### src/rtl/tone_divider.sv
// tone_divider: turns accepted note indices into a glitch-free square-wave tone.
// Each level of tone_out lasts H(n) = BASE_HALF - (n << STEP_SHIFT) clocks.
// A single pending-note register defers note changes to half-period boundaries.
// Optional feature macro: UNDERFLOW_CLAMP_EN (borrowed notes play as note 0
// instead of muting).
module tone_divider #(
  parameter int CNT_W      = 16,
  parameter int BASE_HALF  = 4000,
  parameter int STEP_SHIFT = 6
) (
  input  logic       clk,
  input  logic       rst_n,
  input  logic [4:0] note_diff,
  input  logic       note_borrow,
  input  logic       note_valid,
  output logic       note_ready,
  input  logic       key_off,
  output logic       tone_out,
  output logic       busy,
  output logic [4:0] note_q
);

  typedef enum logic {IDLE, RUN} state_t;

  localparam logic [CNT_W-1:0] CNT_ONE = CNT_W'(1);

  state_t           state;
  logic [CNT_W-1:0] counter;
  logic             pend_valid;
  logic [4:0]       pend_note;
  logic             pend_mute;
  logic             stop_flag;

  logic             accept;
  logic [4:0]       in_note;
  logic             in_mute;

  // Half-period for a note index, evaluated at counter width.
  function automatic logic [CNT_W-1:0] half_of(input logic [4:0] n);
    logic [CNT_W-1:0] ext;
    ext = CNT_W'(n);
    return CNT_W'(BASE_HALF) - (ext << STEP_SHIFT);
  endfunction

  // A new note is only taken when nothing is pending and no stop is being requested.
  assign note_ready = !pend_valid && !key_off;
  assign accept     = note_valid && note_ready;

  // Resolve an incoming note into the index to play and whether it mutes the tone.
  always_comb begin
    in_note = note_diff;
    in_mute = 1'b0;
`ifdef UNDERFLOW_CLAMP_EN
    if (note_borrow) begin
      in_note = 5'd0;
    end
`else
    if (note_borrow) begin
      in_mute = 1'b1;
    end
`endif
  end

  // Main sequencer: IDLE/RUN states, half-period countdown and pending-note handoff.
  always_ff @(posedge clk or negedge rst_n) begin
    if (!rst_n) begin
      state      <= IDLE;
      counter    <= '0;
      tone_out   <= 1'b0;
      busy       <= 1'b0;
      note_q     <= 5'd0;
      pend_valid <= 1'b0;
      pend_note  <= 5'd0;
      pend_mute  <= 1'b0;
      stop_flag  <= 1'b0;
    end else begin
      case (state)
        IDLE: begin
          if (accept && !in_mute) begin
            state    <= RUN;
            busy     <= 1'b1;
            tone_out <= 1'b1;
            note_q   <= in_note;
            counter  <= half_of(in_note) - CNT_ONE;
          end
        end

        RUN: begin
          if (counter != '0) begin
            counter <= counter - CNT_ONE;
            if (key_off) begin
              stop_flag  <= 1'b1;
              pend_valid <= 1'b0;
            end else if (accept) begin
              pend_valid <= 1'b1;
              pend_note  <= in_note;
              pend_mute  <= in_mute;
            end
          end else if (stop_flag || key_off || (pend_valid && pend_mute)) begin
            state      <= IDLE;
            busy       <= 1'b0;
            tone_out   <= 1'b0;
            stop_flag  <= 1'b0;
            pend_valid <= 1'b0;
          end else if (pend_valid) begin
            tone_out   <= ~tone_out;
            note_q     <= pend_note;
            counter    <= half_of(pend_note) - CNT_ONE;
            pend_valid <= 1'b0;
          end else begin
            tone_out <= ~tone_out;
            counter  <= half_of(note_q) - CNT_ONE;
            if (accept) begin
              pend_valid <= 1'b1;
              pend_note  <= in_note;
              pend_mute  <= in_mute;
            end
          end
        end

        default: begin
          state <= IDLE;
        end
      endcase
    end
  end

endmodule

### config.mk
export PLATFORM = sky130hd
export DESIGN_NAME = tone_divider
export DESIGN_NICKNAME = d
export VERILOG_FILES = /design/src/rtl/tone_divider.sv
export SDC_FILE = /design/constraint.sdc
export NUM_CORES = 1
export LEC_CHECK = 0
export CAP_MARGIN = 0
export CORE_ASPECT_RATIO = 0.9
export CORE_MARGIN = 3
export CORE_UTILIZATION = 51
export DETAILED_ROUTE_END_ITERATION = 7
export PLACE_DENSITY_LB_ADDON = 0.15
export SLEW_MARGIN = 0
export SYNTH_ARGS = -nofsm -noshare
export SYNTH_HDL_FRONTEND = slang
export SYNTH_SLANG_ARGS = --single-unit
### constraint.sdc
create_clock -name clk -period 5.6 [get_ports clk]
set_input_delay 1.12 -clock clk [delete_from_list [all_inputs] [get_ports clk]]
set_output_delay 1.12 -clock clk [all_outputs]
set_load 0.01 [all_outputs]
==> impl_metrics.csv <==
group,metric,value,unit
status,run_status,"finished, final reports clean",
synth,synth_sequential_area_ratio,0.403,
pwr,power_frac_clock,0.211,
synth,count_of_flip_flops_with_a_built_in_enable_after_synthesis,0,
worst_setup_path,critPathLaunchType,"input pin",
run,max_cap_violations,0,
synth,synthCells,209,
cts,tritoncts_num_sinks,32,
timing,timing.setup.tns,0,ns
floorplan,core_region_area,3550,µm²
synth,synth_async_reset_ratio,1.00,
drt,total_drc_errors_in_the_routed_layout,0,
timing,setup_viol,0,
global_routing,grt_overflow_total,0,
synth,post_synth_fa_ha_maj_area_fraction,0.0189,
timing,fin_crit_sh,0.624,
global_routing,global_route_wire_length_before_repair,8110,µm
synth,netlist-cell-type-count,52,
layout,post_route_cell_area,2270,µm²
global_routing,antenna_violations_before_repair,0,
floorplan,rows,20,
drt,drt_wl_total,4800,µm
drt,wl_per_cell,17.7,µm
cts,htree_num_levels,2,
worst_setup_path,crit_path_max_fanout,5,
cts,clock_transition_at_the_registers_of_the_reported_paths,0.06,ns
pwr,cellInternalPower,551,µW
synth,postSynthAreaPerCell,9.51,µm²
layout,antenna_cells_inserted,0,
synth,post_synth_mux_area_share,0.0862,
drt,firstDrtPassIters,4,
floorplan,ioPinCount,18,
pwr,power.leakage,0.000880,µW
floorplan,floorplan.die.height,65.2,µm
floorplan,initial_core_util,0.560,
timing,rsz0062_at_grt,"no",
drt,initialDrtViolationCount,171,
synth,synthSimpleGateAreaFrac,0.225,
synth,yosys.area.top_type_share,0.403,
placement,io_buffers,17,
timing,max_slew_margin,0.394,
worst_setup_path,critical_path_arrival,2.38,ns
floorplan,die_width,71.8,µm
layout,nFillCells,303,
synth,synth_top_family_by_area,"simple AND/OR/NAND/NOR gates",
synth,synth-xor-area-share,0.0485,
synth,yosysWarnings,0,
global_routing,top_usage_layer,"met2",
timing,finalClockSkew,0.00892,ns
pwr,design_power_total,879,µW
cts,ctsRootBufferMaster,"sky130_fd_sc_hd__clkbuf_8",
pwr,cellPowerDensity,386,nW/µm²
timing,count_of_final_max_slew_check_failures,0,
synth,synth_area_leader_cell,"sky130_fd_sc_hd__dfrtp_1",
worst_setup_path,path_class,"input pin to primary output",
drt,routed-via-count,1759,
drt,post_drt_via_cell_ratio,6.49,
cts,insertion_delay,0.29,ns
placement,placedInstanceArea,2180,µm²
worst_hold_path,hp-class,"flop to flop",
synth,synth_commonest_cells,"32 x sky130_fd_sc_hd__dfrtp_1, 20 x sky130_fd_sc_hd__nand2_1, 18 x sky130_fd_sc_hd__nor2_1",
global_routing,grt_max_degree,33,
timing,max_slew.worst_pin.slew,0.909,ns
placement,routabilityCongestion,0.869,
synth,synthesis.area,1990,µm²
cts,cts.path.max_buffers,2,
global_routing,gr-usage-all-layers,0.225,
timing,finalHoldViolCount,0,
synth,yosys_most_used_dff,"sky130_fd_sc_hd__dfrtp_1",
placement,dp_hpwl,3470,µm
global_routing,globalRouteMet3Util,0.0474,
cts,cts_made_buffers,5,
worst_setup_path,worst_ep_required_time,4.48,ns
layout,drive_gt1_frac,0.137,
worst_setup_path,critical_path.endpoint_type,"primary output",
layout,synthToLayoutAreaGrowth,14.4,%
global_routing,via_count_of_the_first_global_routing_pass,1675,
synth,synth_most_common_cell,"sky130_fd_sc_hd__dfrtp_1",
cts,post_cts_buffers,0,
cts,tritoncts_clock_tree,"done",
global_routing,grt_util_met2,0.329,
drt,antenna_violating_nets_post_route,0,
floorplan,floorplan.die_area,4680,µm²
cts,postCtsHoldBufs,0,
synth,synth_compound_gate_area_share,0.189,
pwr,power.ir.vdd_worst,225,µV
synth,synth.ff_latch_count,32,
cts,post_cts_resize_count,0,
layout,nNetsFinal,239,
pwr,sw_frac_of_total,0.373,
pwr,p_switching,328,µW
global_routing,met1_usage,0.319,
synth,synth.net_count,222,
pwr,power.share.combinational,0.321,
timing,fin_crit,3.50,ns
synth,netlist_top_cells_area,"sky130_fd_sc_hd__dfrtp_1 40%, sky130_fd_sc_hd__mux2_2 4.5%, sky130_fd_sc_hd__nand2_1 3.8%, sky130_fd_sc_hd__mux2i_1 3.5%, sky130_fd_sc_hd__nor2_1 3.4%",
timing,achievable-frequency,286,MHz
pwr,power.share.sequential,0.468,
power by group through the flow:
stage	combinational (µW)	clock [µW]	sequential, µW
after floorplan	235	0	376
after detailed placement	281	0	410
after CTS	283	187	406
final	282	186	411
after global routing	314	199	422
after global placement	274	0	404
registers in the layout, indices dropped and copies added (netlist names):
register    cells
stop_flag       1
state           1
busy            1
tone_out        1
pend_note       5
note_q          5
pend_mute       1
pend_valid      1
counter        16
cells in the final DEF (no fill, tap or decap), types with 2 or more instances in the layout:
cell type	netlist	routed
sky130_fd_sc_hd__and3_1	3	3
sky130_fd_sc_hd__o2111ai_1	2	2
sky130_fd_sc_hd__a211oi_2	4	4
sky130_fd_sc_hd__xnor2_1	5	5
sky130_fd_sc_hd__nand4b_1	3	3
sky130_fd_sc_hd__nand4_1	2	2
sky130_fd_sc_hd__clkdlybuf4s50_1	0	17
sky130_fd_sc_hd__mux2_2	8	8
sky130_fd_sc_hd__inv_1	3	3
sky130_fd_sc_hd__o21ai_0	8	8
sky130_fd_sc_hd__or2_2	2	2
sky130_fd_sc_hd__nor2_1	18	18
sky130_fd_sc_hd__and2_1	3	3
sky130_fd_sc_hd__dfrtp_1	32	32
sky130_fd_sc_hd__buf_4	0	2
sky130_fd_sc_hd__clkbuf_8	0	6
sky130_fd_sc_hd__nand3_1	9	9
sky130_fd_sc_hd__nor3_1	8	8
sky130_fd_sc_hd__o41ai_1	3	3
sky130_fd_sc_hd__xor2_1	6	6
sky130_fd_sc_hd__ha_1	3	3
sky130_fd_sc_hd__a221o_1	2	2
sky130_fd_sc_hd__mux2i_1	7	7
sky130_fd_sc_hd__nor4_1	2	2
sky130_fd_sc_hd__clkbuf_1	5	2
sky130_fd_sc_hd__o211ai_1	5	5
sky130_fd_sc_hd__nand2_1	20	20
sky130_fd_sc_hd__or3_1	5	5
sky130_fd_sc_hd__a21oi_1	12	12
sky130_fd_sc_hd__o21ai_1	2	2
sky130_fd_sc_hd__a32oi_1	2	2
final cells by class:
type	instances	area [µm²]	area share
Multi-Input combinational cell	164	1130	0.496
Inverter	4	15.0	0.00660
Tap cell	44	55.1	0.0242
Sequential cell	32	801	0.352
Timing Repair Buffer	19	185	0.0814
Clock buffer	8	90.1	0.0396
through the flow:
stage | setup WS, ns | util | cells | hold WS, ns
global placement | 1.97 | 0.615 | 263 | 0.502
floorplan | 2.69 | - | 209 | 0.480
CTS | 2.11 | 0.640 | 271 | 0.528
finish | 2.10 | 0.640 | 271 | 0.526
detailed placement | 1.89 | 0.615 | 263 | 0.514
global route | 2.02 | 0.640 | 271 | 0.557
cells by family (layout without fill, tap and decap cells):
kind of cell    after synthesis  in the layout
simple gates                 83             83
fa+ha+maj                     3              3
mux                          16             16
xor+xnor                     11             11
buf+inv                      13             31
flops                        32             32
compound gates               51             51
path summary, 6_finish.rpt:
check,cells past startpoint,startpoint,slack (ns),to
min reg2reg,1,pend_mute$_DFFE_PN0P_,0.53,pend_mute$_DFFE_PN0P_
max in group asynchronous,2,rst_n,4.07,counter[13]$_DFFE_PN0P_
max,3,key_off,2.10,note_ready
max reg2reg,5,counter[9]$_DFFE_PN0P_,2.67,pend_note[3]$_DFFE_PN0P_
min,1,pend_mute$_DFFE_PN0P_,0.53,pend_mute$_DFFE_PN0P_
min in group asynchronous,2,rst_n,1.23,pend_note[1]$_DFFE_PN0P_
worst max-delay path, stage by stage:
cell                              delay [ns]
sky130_fd_sc_hd__clkdlybuf4s50_1        0.48
sky130_fd_sc_hd__nor2_1                 0.20
sky130_fd_sc_hd__clkdlybuf4s50_1        0.58
routing by layer:
metal	vias to the layer above	wire, µm
met1	857	2180
met2	72	2090
met4	0	104
li1	820	-
met5	-	0
met3	10	427
Power figures use the tool's default switching activity.
